`config.mk`:
```
export PLATFORM = sky130hd
export DESIGN_NAME = cla_pipe_adder
export DESIGN_NICKNAME = d
export VERILOG_FILES = /design/src/rtl/cla_pipe_adder.sv
export SDC_FILE = /design/constraint.sdc
export NUM_CORES = 1
export LEC_CHECK = 0
export CORE_MARGIN = 8
export CORE_UTILIZATION = 42
export CTS_CLUSTER_DIAMETER = 120
export CTS_CLUSTER_SIZE = 24
export DETAILED_ROUTE_END_ITERATION = 16
export GPL_TIMING_DRIVEN = 0
export PLACE_DENSITY = 0.6
export SYNTH_ARGS = -nofsm -noshare
export SYNTH_HDL_FRONTEND = slang
export SYNTH_SLANG_ARGS = --single-unit
```
`constraint.sdc`:
```
create_clock -name clk -period 5.48 [get_ports clk]
set_input_delay 1.644 -clock clk [delete_from_list [all_inputs] [get_ports clk]]
set_output_delay 1.644 -clock clk [all_outputs]
set_load 0.01 [all_outputs]
```
`src/rtl/cla_pipe_adder.sv`:
```
// cla_pipe_adder: two-stage pipelined carry-lookahead adder/subtractor.
// Ports: clk, rst (sync, active-high); in_valid/in_ready with in_a, in_b,
//   in_cin, in_sub; out_valid/out_ready with out_sum, out_cout, out_ovf.
module cla_pipe_adder #(
  parameter int NBIT = 8
) (
  input  logic            clk,
  input  logic            rst,
  input  logic            in_valid,
  output logic            in_ready,
  input  logic [NBIT-1:0] in_a,
  input  logic [NBIT-1:0] in_b,
  input  logic            in_cin,
  input  logic            in_sub,
  output logic            out_valid,
  input  logic            out_ready,
  output logic [NBIT-1:0] out_sum,
  output logic            out_cout,
  output logic            out_ovf
);
  localparam int NNL = NBIT * (NBIT + 3) / 2;

  // operand preparation
  logic [NBIT-1:0] bb;
  logic [NBIT-1:0] g;
  logic [NBIT-1:0] p;
  logic            c0;
  logic [NNL-1:0]  n;

  assign bb = in_sub ? ~in_b : in_b;
  assign c0 = in_sub | in_cin;
  assign g  = in_a & bb;
  assign p  = in_a ^ bb;

  // Product terms of carry c_i start at offset base(i) = sum_{k<i}(k+1).
  // Order per carry: g[0]-term .. g[i-1]-term, then the c0 term.
  for (genvar i = 1; i <= NBIT; i++) begin : g_car
    localparam int B = (i - 1) * i / 2 + (i - 1);
    for (genvar j = 0; j < i; j++) begin : g_term
      if (j == i - 1) begin : g_last
        assign n[B+j] = g[j];
      end else begin : g_run
        assign n[B+j] = g[j] & (&p[i-1:j+1]);
      end
    end
    assign n[B+i] = c0 & (&p[i-1:0]);
  end

  // handshake
  logic v1;
  logic adv1;
  logic adv2;

  assign adv2     = !out_valid | out_ready;
  assign adv1     = !v1 | adv2;
  assign in_ready = !rst & adv1;

  // stage 1
  logic [NBIT-1:0] p_q;
  logic            c0_q;
  logic [NNL-1:0]  n_q;

  always_ff @(posedge clk) begin
    if (rst) begin
      v1 <= 1'b0;
    end else if (adv1) begin
      v1 <= in_valid;
    end
  end

  // Payload needs no reset: it is only consumed when v1 is set.
  always_ff @(posedge clk) begin
    if (in_valid && in_ready) begin
      p_q  <= p;
      c0_q <= c0;
      n_q  <= n;
    end
  end

  // stage 2: carries are the XOR (equivalently OR) of disjoint terms
  logic [NBIT:0] c;

  assign c[0] = c0_q;

  for (genvar i = 1; i <= NBIT; i++) begin : g_xor
    localparam int B = (i - 1) * i / 2 + (i - 1);
    assign c[i] = ^n_q[B+i:B];
  end

  always_ff @(posedge clk) begin
    if (rst) begin
      out_valid <= 1'b0;
      out_sum   <= '0;
      out_cout  <= 1'b0;
      out_ovf   <= 1'b0;
    end else if (adv2) begin
      out_valid <= v1;
      if (v1) begin
        out_sum  <= p_q ^ c[NBIT-1:0];
        out_cout <= c[NBIT];
        out_ovf  <= c[NBIT] ^ c[NBIT-1];
      end
    end
  end

endmodule

```
==> impl_summary.md, run 1 <==
Run status
The flow ran to the end, and the final reports show no timing, DRC or antenna violations.

STA
The relative slew slack is 56.9%. The transition time of the tightest slew-check pin is 0.647 ns. Setup repair after global routing left no endpoint under its margin. The minimum period implied by the final worst setup slack is 4.57 ns. The final number of hold-violating endpoints is 0. The total count of max-transition violations in the final report came to 0. The setup TNS after final layout is 0 ns. Setup violations remaining at the end of the flow were counted as 0.

The final worst hold slack is 0.456 ns. The clock skew after layout is 0.00941 ns. Setup slack on the critical path of the routed design comes to 0.908 ns. The share of the cycle needed by the critical path after routing is 83.4%.

Derived from the worst setup path, the maximum achievable clock frequency is 0.219 GHz.

Die
34 I/O pins were placed. The die boundary height is 98.3 um. The region available for standard cell placement spans 6680 um2.

The row count is 30. The area of the die is 9670 um2. The overall die width is 98.3 um.

For this configuration, the core starts out at a cell density of 42.6%.

CTS
The total of cells resized after clock tree synthesis is 0. In this run the number of H-tree levels came out at 3. The clock transition at the registers of the reported paths is 0.07 ns.

The count of hold buffers inserted by post-cts repair is 0. The total clock sinks is 65. The total clock buffers created by CTS is 9. The cell sitting at the root of the clock tree is a sky130_fd_sc_hd__clkbuf_8.

The buffer depth of the longest clock path is 2. The TritonCTS clock tree is done. The clock insertion delay at the later pin of the skew report is 0.33 ns. The number of setup buffers added after CTS is 0.

Global routing
The via count of the first global-routing pass is 1614. The remaining global-route overflow is 0. The wire length of the first global-routing pass is 7640 um. The pin count of the biggest net entering global routing is 28. The number of antenna violations at the first check in global routing was 0.

Across every metal layer, demand over resource in global routing totals 10.3%.

Pwr
The cell area power density is 304 nW/um2. The worst vdd rail ir drop is 0.000137 V. The leakage dissipation is 1.33 nW.

The total power is 1.05 mW.

Critical path
The critical path data arrival time is 2.93 ns. The kind of end point of the critical path is an output pin. The category of the most critical setup path is input pin to output pin. In this design, the critical path's most frequently occurring cell is sky130_fd_sc_hd__clkdlybuf4s50_1.

STA classifies the critical path startpoint as an input pin. Traced cell by cell, the critical path runs through clkdlybuf4s50_1 > nor2b_1 > a21oi_1 > clkdlybuf4s50_1. The largest driver fanout on the critical path is 5. The peak per-stage delay on the critical path is 0.57 ns. The data required time at the worst endpoint is 3.84 ns. For this design, the slowest cell found on the critical path is sky130_fd_sc_hd__clkdlybuf4s50_1.

Layout
The end-of-flow core utilization is 51.6%. The fraction of final layout cells sized beyond drive strength 1 is 8.08%. The number of fill cells is 607. The number of antenna diodes in the final layout is 0. Summing all non-filler instances in the final layout gives an area of 3450 um2. The multi-input combinational cells in the finished layout cover a total of 972 um2. After the last flow step, the layout net total stands at 285.

The growth of design area from synthesis to finish is 21.1%. The finished layout holds 340 standard cells, fillers aside. The sequential cell area is 1830 um2.

Route
The DRC violation count after routing is 0. For this block, the routed nets add up to 4510 um of wire. Using the TritonRoute via totals, the vias-per-cell ratio works out to 4.64.

Detailed routing inserted a total of 1577 vias. Before antenna repair, the detailed router went through 6 iterations. The number of nets still failing antenna checks after routing is 0. After detailed routing, the average wire length per cell comes to 13.3 um. The first routing iteration left 53 violations.

Hold path
The path category of the worst min-delay check is flip-flop to flip-flop.

Yosys
In the post-synthesis netlist, the biggest area contributors are sky130_fd_sc_hd__edfxtp_1, sky130_fd_sc_hd__xnor2_1, sky130_fd_sc_hd__dfxtp_1. The most used flip-flop cell after synthesis is sky130_fd_sc_hd__edfxtp_1. The share of the synthesized area in the top cell type is 55.9%. Of all flip-flops after synthesis, the portion carrying an async set or reset was 0%. Each instance of the synthesized netlist takes up on average 13.5 um2. Counting every instance in the synthesized netlist gives 211. After synthesis, the netlist uses 25 different library cells. In the synthesized netlist, the cells that appear most often are sky130_fd_sc_hd__edfxtp_1, sky130_fd_sc_hd__xnor2_1, sky130_fd_sc_hd__nor2_1. Yosys mapped a number of flops with a built-in enable equal to 53. The synthesized design contains 65 register bits. Summed over all instances, the cell type with the most area after synthesis is sky130_fd_sc_hd__edfxtp_1. Sequential cells were found to cover 64.4% of the synthesized design area.

The Yosys step of the flow raised 0 warnings. The mapped netlist covers 2850 um2. Synthesis produced a netlist with a net count of 241. By instance count, the leading cell after synthesis is sky130_fd_sc_hd__edfxtp_1.

Placement
The post-place setup slack is 0.904 ns. The count of port buffers added during placement is 32. After detailed placement, the design holds a cell count of 324. The post-detailed-placement cell area is 3290 um2. The half-perimeter wire length after detailed placement is 3350 um. Routability-driven placement finished with a final weighted congestion of 0.748.

Job
The max-cap violation count is 0.
area by class of cell:
cell class | instances | area share [%]
timing repair buffer | 33 | 9.87
multi-input combinational | 135 | 28.2
inverter | 8 | 0.871
tap | 80 | 2.90
buffer | 3 | 0.399
clock buffer | 10 | 3.70
sequential | 65 | 53.1
clock inverter | 6 | 0.943
state kept, by name, indices dropped and copies added, names as in the netlist:
name       cells
out_ovf        1
out_cout       1
out_valid      1
out_sum        8
v1             1
n_q           44
c0_q           1
p_q            8
worst paths after layout:
check	startpoint	to	slack (ns)	depth (start not counted)
worst min register to register	out_sum[7]	out_sum[7]	0.46	2
worst max register to register	out_valid	n_q[37]	3.64	4
worst min-delay path	out_sum[7]	out_sum[7]	0.46	2
worst max-delay path	out_ready	in_ready	0.91	4
power by group:
part / internal, mW / switching (mW) / total [mW]
registers: 0.562 / 0.00964 / 0.571
clock network: 0.161 / 0.174 / 0.335
logic: 0.0726 / 0.0710 / 0.144
layer usage:
layer	track usage (%)	share of wire, %	vias up
met1	12.1	45	729
li1	-	-	808
met3	2.49	4.5	10
met5	0	0	-
met2	16.2	48	30
met4	7.79	2.8	0
logic make-up (layout without fill, tap and decap cells):
kind of cell | Yosys count | count (layout) | share of synthesized area (%)
DFF | 65 | 65 | 64.4
and+or+nand+nor | 62 | 62 | 10.2
xor gates and xnor gates | 51 | 51 | 17.4
AOI/OAI and AO/OA | 14 | 14 | 3.08
buffers and inverters | 11 | 60 | 1.54
adders and majority gates | 8 | 8 | 3.52
placed cells by master, fill, tap and decap left out, types with 2 or more instances in the layout:
cell / synthesis / layout
sky130_fd_sc_hd__edfxtp_1: 53 / 53
sky130_fd_sc_hd__xnor2_1: 36 / 36
sky130_fd_sc_hd__clkdlybuf4s50_1: 0 / 32
sky130_fd_sc_hd__nor2_1: 22 / 22
sky130_fd_sc_hd__nand2_1: 17 / 17
sky130_fd_sc_hd__xor2_1: 12 / 12
sky130_fd_sc_hd__dfxtp_1: 12 / 12
sky130_fd_sc_hd__and2_1: 10 / 9
sky130_fd_sc_hd__clkbuf_8: 0 / 9
sky130_fd_sc_hd__inv_1: 8 / 8
sky130_fd_sc_hd__ha_1: 8 / 8
sky130_fd_sc_hd__and3_1: 7 / 7
sky130_fd_sc_hd__a21oi_1: 7 / 7
sky130_fd_sc_hd__a211oi_1: 4 / 4
sky130_fd_sc_hd__clkinv_2: 0 / 4
sky130_fd_sc_hd__buf_2: 2 / 2
sky130_fd_sc_hd__nor2b_1: 2 / 2
sky130_fd_sc_hd__clkbuf_1: 1 / 2
sky130_fd_sc_hd__inv_4: 0 / 2
worst max-delay path, delay by kind of cell:
| family | cells | cell delay (ns) |
|---|---|---|
| AND/OR/NAND/NOR | 1 | 0.07 |
| AO/OA/AOI/OAI | 1 | 0.19 |
| buffers and inverters | 2 | 1.02 |
Power figures use the tool's default switching activity.
==> run 2: changes to the inputs <==
PLACE_DENSITY = 0.62   (was 0.6)
clock period = 3.94 ns   (was 5.48 ns; I/O delays follow)
==> run 2 against run 1 <==
  * First-iteration DRC count up 58%
  * Utilization rose by 0.64 points
  * Worst setup slack worse by 0.60 ns
  * Non-clock buffer count did not move
  * Total power rose by 47%
  * Critical path depth did not move
  * Die area unchanged
  * Combinational power is 40% higher
  * Count of clock-buffer cells in the layout rose by 5
  * Flip-flop and latch count stayed put
  * Hold slack improved by 0.0013 ns
  * Sequential power rose by 39%
  * Critical endpoint unchanged
  * Largest cell class unchanged
  * Largest power group unchanged
==> impl_summary.md, run 2 (same netlist as run 1, synthesis figures left out) <==
Hold path
The path category of the worst min-delay check is flip-flop to flip-flop. The worst hold path was traced through 2 stages.

STA
The setup TNS after final layout is 0 ns. The final number of hold-violating endpoints is 0. The total count of max-transition violations in the final report came to 0. Setup repair after global routing left no endpoint under its margin. Headroom to the max-slew limit came out at 66.7%.

The final worst hold slack is 0.457 ns. For the pin with the worst max-slew slack, the measured transition is 0.499 ns. The worst setup slack after layout is 0.309 ns. Across the routed clock network, the largest skew measured is 0.00892 ns. After layout, the worst path uses 92.1% of the clock period.

The minimum period implied by the final worst setup slack is 3.63 ns. Derived from the worst setup path, the maximum achievable clock frequency is 0.275 GHz. Setup violations remaining at the end of the flow were counted as 0.

CTS
The number of hold buffers added after CTS was 0. The clock transition at the registers of the reported paths is 0.07 ns. The buffer depth of the longest clock path is 2. Clock latency on the worst-skew pair, taken at its later pin, is 0.33 ns. The clock tree synthesis step divided the H-tree into 3 levels. The total of cells resized after clock tree synthesis is 0. The total clock sinks is 65. The number of setup buffers added after CTS is 0.

The TritonCTS clock tree is done. The total clock buffers created by CTS is 9. The tree is rooted in a sky130_fd_sc_hd__clkbuf_8.

Critical path
Along the worst path, the maximum fanout reaches 5. STA classifies the critical path endpoint as an output pin. STA classifies the critical path startpoint as an input pin. Traced cell by cell, the critical path runs through clkdlybuf4s50_1 > nor2b_1 > a21oi_1 > clkdlybuf4s50_1. The data required time at the worst endpoint is 2.76 ns. The slowest stage of the critical path is the sky130_fd_sc_hd__clkdlybuf4s50_1 cell. The cell seen most often among critical-path stages is sky130_fd_sc_hd__clkdlybuf4s50_1. The path depth of the worst reg2reg path is 5. The worst setup path is of the input pin to output pin kind. STA puts the critical path data arrival time at 2.45 ns. The peak per-stage delay on the critical path is 0.49 ns.

Layout
The growth of design area from synthesis to finish is 22.6%. The number of fill cells is 618. The non-filler instance count after layout is 340.

The most frequent standard cell in the layout excluding fill and tap cells is sky130_fd_sc_hd__edfxtp_1. In the final layout, the registers with the most flip-flops are n_q (44), out_sum (8), p_q (8). The number of nets in the layout is 285. The number of flip-flops in the largest register is 44. The register with the most flip-flops is n_q.

The fraction of final layout cells sized beyond drive strength 1 is 7.69%. The top cell types in the final layout, fill and taps aside, are sky130_fd_sc_hd__edfxtp_1, sky130_fd_sc_hd__xnor2_1, sky130_fd_sc_hd__clkdlybuf4s50_1. 0 antenna diodes ended up in the layout.

Placement
Routability-driven placement finished with a final weighted congestion of 0.764. Timing analysis after detailed placement gives a worst setup slack of 0.313 ns. The number of placed instances, taps included, is 324. After legalization and detailed placement, the total HPWL measured 3420 um. Input and output buffers added on the ports amount to 32.

Global routing
The wire length of the first global-routing pass is 8000 um. The remaining global-route overflow is 0. The combined global-route utilization of all metal layers is 10.9%.

The pin count of the biggest net entering global routing is 44. The number of antenna violations at the first check in global routing is 0. The via count of the first global-routing pass is 1685.

Route
Wire segments on met3 add up to 164 um in the final route. Wire segments on met2 add up to 2290 um in the final route. The total wire length after detailed routing is 4720 um. After detailed routing, the number of vias per cell comes to 4.71. After detailed routing, the number of remaining DRC violations is 0. The average wire length per cell after detail routing is 13.9 um. The number of design-rule violations left by the first detailed-router iteration is 84. The highest metal layer carrying signal wires in the routed design is met4. The number of nets still failing antenna checks after routing is 0. The number of iterations in the first detailed-routing pass is 4. The vias after detailed routing is 1602.

The detailed router put a total of 2120 um of wire on met1.

Pwr
Of the total power, the share spent switching nets is 22.4%. Summed over all cells, the static leakage comes to 1.35 nW. Cell internal power was estimated by the tool at 1.20 mW. The cell area power density is 443 nW/um2. The worst-case IR drop observed on VDD is 0.000208 V. The combinational share of power is 13.0%. The clock power share is 35.7%.

The total power is 1.55 mW. Sequential cells burn 51.4% of the power. The switching power total is 347 uW.

Run status
The flow ran to the end, and the final reports show no timing, DRC or antenna violations.

Die
The overall die width is 98.3 um. The die boundary height is 98.3 um. Pin placement for this block handled 34 I/O pins. The floorplan step defined a die boundary enclosing 9670 um2. The starting density of the core is 42.6%. The row count is 30. After floorplanning, the core was sized to cover 6680 um2.

Job
Across the run, the number of max-cap violations was 0.
run 2: changes by cell type in the layout (fill, tap and decap cells not counted), sizes merged:
cell | previous run | this run
clkbuf | 11 | 16
clkinv | 4 | 1
inv | 10 | 8
run 2: worst max-delay path: cells and delay by family:
family	cells	cell delay (ns)
and+or+nand+nor	1	0.25
AOI/OAI and AO/OA	1	0.13
buffers and inverters	2	0.89
run 2: layer usage:
metal  vias up  global-route usage, %
li1        809                      -
met3        12                   2.84
met4         0                   7.79
met2        25                   16.9
met1       756                   12.7
met5         -                      0
run 2: power groups by stage:
stage | Clock, mW | Combinational (mW) | Sequential (mW)
2_1_floorplan | 0 | 0.122 | 0.813
3_3_place_gp | 0 | 0.199 | 0.811
3_5_place_dp | 0 | 0.205 | 0.810
4_1_cts | 0.565 | 0.206 | 0.795
5_1_grt | 0.597 | 0.225 | 0.797
6_report | 0.552 | 0.201 | 0.795
run 2: worst paths after layout:
kind                                 start    endpoint  slack, ns
worst max-delay path             out_ready    in_ready       0.31
worst max register to register     n_q[37]     out_ovf       2.21
worst min-delay path            out_sum[1]  out_sum[1]       0.46
worst min register to register  out_sum[1]  out_sum[1]       0.46
run 2: cell type report:
class / instances / area [um2] / share of cell area [%]
inverter: 8 / 30.0 / 0.860
timing repair buffer: 33 / 340 / 9.75
multi-input combinational: 135 / 972 / 27.8
clock buffer: 15 / 198 / 5.66
clock inverter: 1 / 5.00 / 0.143
tap: 80 / 100 / 2.87
sequential: 65 / 1830 / 52.5
buffer: 3 / 13.8 / 0.394
run 2: metrics by stage:
stage / util [%] / area [um2]
finish: 52.2 / 3490
global route: 52.2 / 3490
global placement: 48.9 / 3270
CTS: 52.2 / 3490
floorplan: - / 2850
detailed placement: 49.2 / 3290
